**config.mk**
```make
export PLATFORM = sky130hd
export DESIGN_NAME = dispensador_notas
export DESIGN_NICKNAME = d
export VERILOG_FILES = /design/src/rtl/dispensador_notas.sv
export SDC_FILE = /design/constraint.sdc
export NUM_CORES = 1
export LEC_CHECK = 0
export CORE_MARGIN = 4
export CORE_UTILIZATION = 35
export CTS_BUF_LIST = sky130_fd_sc_hd__clkbuf_8 sky130_fd_sc_hd__clkbuf_16
export DETAILED_ROUTE_END_ITERATION = 10
export GPL_TIMING_DRIVEN = 0
export HOLD_SLACK_MARGIN = 0.05
export SLEW_MARGIN = 20
export SYNTH_ARGS = -nofsm -noshare
export SYNTH_HDL_FRONTEND = slang
export SYNTH_SLANG_ARGS = --single-unit
```
**constraint.sdc**
```tcl
create_clock -name clk -period 3.4 [get_ports clk]
set_clock_uncertainty 0.15 [all_clocks]
set_input_delay 0.68 -clock clk [delete_from_list [all_inputs] [get_ports clk]]
set_output_delay 0.68 -clock clk [all_outputs]
set_load 0.005 [all_outputs]
```
**src/rtl/dispensador_notas.sv**
```systemverilog
// dispensador_notas
// Withdrawal dispenser stage. Accepts a request of 1..15 note units, checks it
// against the held 4-bit balance, debits it, and emits one `nota` pulse per
// unit spaced NOTE_GAP idle cycles apart. Afterwards it either waits for the
// customer to take the notes (retract build) or completes directly.
//
// Parameters:
//   NOTE_GAP  idle cycles between consecutive nota pulses (>=1)
//   TIMEOUT   WAIT_TAKE cycles before retraction (2..511, retract build only)
//
// Ports:
//   clk, rst                    clock, asynchronous active-high reset
//   carrega_saldo, saldo_in     balance load (IDLE only)
//   pedido, valor               withdrawal request strobe and amount (IDLE only)
//   notas_retiradas             customer took the notes (WAIT_TAKE only)
//   saldo                       current balance
//   nota                        one-cycle pulse per dispensed unit
//   ocupado                     high in every state except IDLE
//   concluido/recusado/retido   one-cycle result pulses
//
// Build option: define DISPENSADOR_RETRACT_EN to enable WAIT_TAKE, the timeout
// counter, the refund and `retido`. Without it the block completes right after
// the last note and `retido` is tied to 0.
//
// state     | meaning
// ----------+-------------------------------------------------------------
// IDLE      | accepts balance loads and requests
// CHECK     | compares latched valor with saldo, debits or rejects
// DISPENSE  | nota high for this cycle, one unit consumed
// GAP       | NOTE_GAP silent cycles between notes
// WAIT_TAKE | waits for notas_retiradas or timeout (retract build)
// END       | one cycle, result pulse registered on the way to IDLE

module dispensador_notas #(
  parameter int NOTE_GAP = 4,
  parameter int TIMEOUT  = 200
) (
  input  logic       clk,
  input  logic       rst,
  input  logic       carrega_saldo,
  input  logic [3:0] saldo_in,
  input  logic       pedido,
  input  logic [3:0] valor,
  input  logic       notas_retiradas,
  output logic [3:0] saldo,
  output logic       nota,
  output logic       ocupado,
  output logic       concluido,
  output logic       recusado,
  output logic       retido
);

  typedef enum logic [2:0] {
    S_IDLE, S_CHECK, S_DISPENSE, S_GAP, S_WAIT_TAKE, S_END
  } state_t;

  localparam int GW = (NOTE_GAP > 1) ? $clog2(NOTE_GAP) : 1;
  localparam logic [GW-1:0] GAP_LAST = GW'(NOTE_GAP - 1);

  state_t          state_q, state_d;
  logic [3:0]      saldo_q, saldo_d;
  logic [3:0]      valor_q, valor_d;
  logic [3:0]      rest_q, rest_d;
  logic [GW-1:0]   gap_q, gap_d;
  logic            concluido_q, concluido_d;
  logic            recusado_q, recusado_d;

`ifdef DISPENSADOR_RETRACT_EN
  localparam logic [8:0] TMO_LAST = 9'(TIMEOUT - 1);
  logic [8:0] tmo_q, tmo_d;
  // Records which way WAIT_TAKE was left: 1 = taken, 0 = retracted.
  logic       taken_q, taken_d;
  logic       retido_q, retido_d;
`else
  logic unused_notas_retiradas;
  assign unused_notas_retiradas = notas_retiradas;
`endif

  always_comb begin
    state_d     = state_q;
    saldo_d     = saldo_q;
    valor_d     = valor_q;
    rest_d      = rest_q;
    gap_d       = gap_q;
    concluido_d = 1'b0;
    recusado_d  = 1'b0;
`ifdef DISPENSADOR_RETRACT_EN
    tmo_d       = tmo_q;
    taken_d     = taken_q;
    retido_d    = 1'b0;
`endif

    case (state_q)
      S_IDLE: begin
        // A balance load in the same cycle drops the request.
        if (carrega_saldo) begin
          saldo_d = saldo_in;
        end else if (pedido) begin
          valor_d = valor;
          state_d = S_CHECK;
        end
      end

      S_CHECK: begin
        if (valor_q == 4'd0 || valor_q > saldo_q) begin
          recusado_d = 1'b1;
          state_d    = S_IDLE;
        end else begin
          saldo_d = saldo_q - valor_q;
          rest_d  = valor_q;
          state_d = S_DISPENSE;
        end
      end

      S_DISPENSE: begin
        rest_d = rest_q - 4'd1;
        if (rest_q == 4'd1) begin
`ifdef DISPENSADOR_RETRACT_EN
          tmo_d   = '0;
          state_d = S_WAIT_TAKE;
`else
          state_d = S_END;
`endif
        end else begin
          gap_d   = '0;
          state_d = S_GAP;
        end
      end

      S_GAP: begin
        if (gap_q == GAP_LAST) begin
          state_d = S_DISPENSE;
        end else begin
          gap_d = gap_q + 1'b1;
        end
      end

`ifdef DISPENSADOR_RETRACT_EN
      S_WAIT_TAKE: begin
        tmo_d = tmo_q + 9'd1;
        // A take in the timeout cycle still counts as a take.
        if (notas_retiradas) begin
          taken_d = 1'b1;
          state_d = S_END;
        end else if (tmo_q == TMO_LAST) begin
          taken_d = 1'b0;
          saldo_d = saldo_q + valor_q;
          state_d = S_END;
        end
      end
`endif

      S_END: begin
`ifdef DISPENSADOR_RETRACT_EN
        if (taken_q) concluido_d = 1'b1;
        else         retido_d    = 1'b1;
`else
        concluido_d = 1'b1;
`endif
        state_d = S_IDLE;
      end

      default: state_d = S_IDLE;
    endcase
  end

  always_ff @(posedge clk or posedge rst) begin
    if (rst) begin
      state_q     <= S_IDLE;
      saldo_q     <= '0;
      valor_q     <= '0;
      rest_q      <= '0;
      gap_q       <= '0;
      concluido_q <= 1'b0;
      recusado_q  <= 1'b0;
    end else begin
      state_q     <= state_d;
      saldo_q     <= saldo_d;
      valor_q     <= valor_d;
      rest_q      <= rest_d;
      gap_q       <= gap_d;
      concluido_q <= concluido_d;
      recusado_q  <= recusado_d;
    end
  end

`ifdef DISPENSADOR_RETRACT_EN
  always_ff @(posedge clk or posedge rst) begin
    if (rst) begin
      tmo_q    <= '0;
      taken_q  <= 1'b0;
      retido_q <= 1'b0;
    end else begin
      tmo_q    <= tmo_d;
      taken_q  <= taken_d;
      retido_q <= retido_d;
    end
  end
  assign retido = retido_q;
`else
  assign retido = 1'b0;
`endif

  assign saldo     = saldo_q;
  assign nota      = (state_q == S_DISPENSE);
  assign ocupado   = (state_q != S_IDLE);
  assign concluido = concluido_q;
  assign recusado  = recusado_q;

endmodule

```
==> results.py <==
metrics = {
    "run_status": {
        "outcome": "finished clean",
    },
    "clocking": {
        "cts_setup_buffers": 0,
        "clockBufferDepth": 2,
        "clock_latency_ns": 0.26,
        "clkTransAtPathRegs_ns": 0.07,
        "postCtsHoldBufs": 0,
        "cts-resized-gates": 0,
        "cts_root_buffer": "clkbuf_8",
        "h-tree-depth": 1,
        "numCtsBuffers": 3,
        "cts_sinks": 19,
        "cts_tree": "built",
    },
    "min_path": {
        "hold_path.class": "flop to flop",
    },
    "cells_and_area": {
        "finalNonFillerCells": 180,
        "antenna-diode-count": 0,
        "fin_nets": 158,
        "n_fill_cell": 334,
        "area_growth_syn_to_layout_pct": 25.3,
        "drive_above_1_share": 0.147,
    },
    "global_routing": {
        "antenna_found_initial": 0,
        "grt_pass1_wl_um": 4160,
        "grt_overflow": 0,
        "track_usage": 0.127,
        "grt_start_max_net_pins": 20,
        "grt_pass1_vias": 945,
    },
    "floorplan": {
        "fp.dieH_um": 65.3,
        "num_rows": 20,
        "boundaryPins": 22,
        "core-area_um2": 3100,
        "die_x_um": 65.3,
        "dieArea_um2": 4260,
        "initial_core_util": 0.370,
    },
    "run": {
        "cap_violations": 0,
    },
    "yosys": {
        "yosys.area.top_type": "dfrtp_1",
        "seq_area_frac_synth": 0.414,
        "synth-edff-count": 0,
        "yosysMostFrequentCell": "dfrtp_1",
        "syn_inst": 113,
        "synth_area_um2": 1150,
        "ys_ff_latch": 19,
        "synth_top_area_frac": 0.414,
        "yosysUniqueCellTypes": 39,
        "ys_async_sr_fraction": 1.00,
        "ys.flop_type": "dfrtp_1",
        "synth_area_leaders": "dfrtp_1 41%, ha_1 7.6%, mux2_2 6.9%, nand2_1 4.3%, inv_1 2.9%",
        "synth_common_cells": "19 x dfrtp_1, 13 x nand2_1, 9 x inv_1, 7 x ha_1, 7 x mux2_2",
        "syn-num-nets": 134,
        "avgSynthCellArea_um2": 10.2,
        "ys.warnings.count": 0,
    },
    "timing": {
        "tightest_slew_ns": 0.752,
        "finalSetupViolations": 0,
        "fin_tns_setup_ns": 0,
        "timing.final.crit_period_ns": 2.71,
        "slew_headroom": 0.498,
        "worst_hold_slack_ns": 0.372,
        "post-route-period-util": 0.797,
        "drv_slew": 0,
        "hold_viol": 0,
        "rsz0062_at_grt": "false",
        "max_freq_ghz": 0.369,
    },
    "placed_design": {
        "dp_hpwl_um": 1770,
        "post-place-cells": 176,
        "place_congestion": 0.820,
        "placement.io_buffers": 19,
    },
    "pwr": {
        "switchingPower_uw": 513,
        "powerDensity_nw_per_um2": 895,
        "p_clk_frac": 0.121,
        "pwr-share-comb": 0.544,
        "p_leak_uw": 0.000622,
        "p_sw_frac": 0.399,
        "power.internal_uw": 774,
        "totalPowerFinal_uw": 1290,
        "ir_drop_v": 0.000417,
        "p_seq_frac": 0.334,
    },
    "routing": {
        "drt-wirelength-per-cell_um": 13.1,
        "drc": 0,
        "routed-wl-met2_um": 1080,
        "dr_wl_met3_um": 120,
        "routedLengthMet1_um": 1150,
        "vias": 872,
        "top_layer_used": "met4",
        "dr.pass1.iters": 4,
        "wl_um": 2360,
        "ant_nets": 0,
        "vias_per_cell": 4.84,
        "drt-initial-drc-count": 28,
    },
    "setup_path": {
        "cp.arrival_ns": 1.88,
        "crit_required_ns": 2.57,
        "cp-end-kind": "output port",
        "worstSetupPathType": "flop to output port",
        "rrSetupSlack_ns": 0.79,
        "crit_fanout": 8,
        "start_kind": "flop",
    },
}
cell type report:
class / instances / area [µm²] / share of cell area
multi-input cells: 81 / 616 / 0.428
clock inverters: 1 / 3.75 / 0.00261
repair buffers: 19 / 190 / 0.132
clock buffers: 3 / 41.3 / 0.0287
plain buffers: 3 / 18.8 / 0.0131
inverters: 10 / 37.5 / 0.0261
well taps: 44 / 55.1 / 0.0383
flip-flops and latches: 19 / 475 / 0.331
power by group through the flow:
| stage | Sequential, µW | Clock, µW | Combinational, µW |
|---|---|---|---|
| 2_1_floorplan | 408 | 0 | 520 |
| 3_3_place_gp | 426 | 0 | 682 |
| 3_5_place_dp | 432 | 0 | 707 |
| 4_1_cts | 430 | 163 | 709 |
| 5_1_grt | 447 | 169 | 800 |
| 6_report | 430 | 156 | 701 |
flip-flops by register name (all words and copies together), names as in the netlist:
| signal | flops |
|---|---|
| concluido | 1 |
| gap_q | 2 |
| recusado | 1 |
| rest_q | 4 |
| saldo | 4 |
| state_q | 3 |
| valor_q | 4 |
stage by stage:
step | setup slack [ns] | instance area [µm²] | utilization
final | 0.689 | 1440 | 0.463
after global routing | 0.581 | 1440 | 0.463
after CTS | 0.695 | 1440 | 0.463
after detailed placement | 0.771 | 1390 | 0.449
after global placement | 0.833 | 1390 | 0.449
after floorplan | 1.04 | 1150 | -
path summary, 6_finish.rpt:
path,cells past startpoint,from,to
worst max-delay path,4,state_q[1],nota
worst min-delay path,1,rest_q[3],state_q[2]
worst max register to register,7,valor_q[0],saldo[1]
worst min register to register,1,rest_q[3],state_q[2]
max in group asynchronous,2,rst,valor_q[1]
min in group asynchronous,2,rst,saldo[1]
cells by family after synthesis:
family / Yosys count / share of synthesized area
DFF: 19 / 0.414
buffers and inverters: 13 / 0.0491
other: 1 / 0.00327
adders and majority gates: 8 / 0.0938
xor gates and xnor gates: 1 / 0.00763
and+or+nand+nor: 40 / 0.207
muxes: 8 / 0.0785
AOI/OAI and AO/OA: 23 / 0.146
routing by layer:
metal	global-route usage	vias up
met3	0.0393	2
met4	0.0233	0
met2	0.211	22
met1	0.162	403
li1	-	445
met5	0	-
worst max-delay path: stages (launching register included):
cell and delay [ns]:
dfrtp_1 0.49, nor2b_2 0.28, nand2b_1 0.15, clkinv_1 0.17, clkdlybuf4s50_1 0.53
cells in the final DEF, fill, tap and decap left out, types with 3 or more instances in the layout:
cell type	count
a21oi_1	5
clkbuf_8	3
clkdlybuf4s50_1	19
dfrtp_1	19
ha_1	7
inv_1	10
mux2_2	7
nand2_1	13
nand3_1	4
nor2_1	5
nor3_1	3
o21ai_0	6
(Power assumes the default switching activity.)
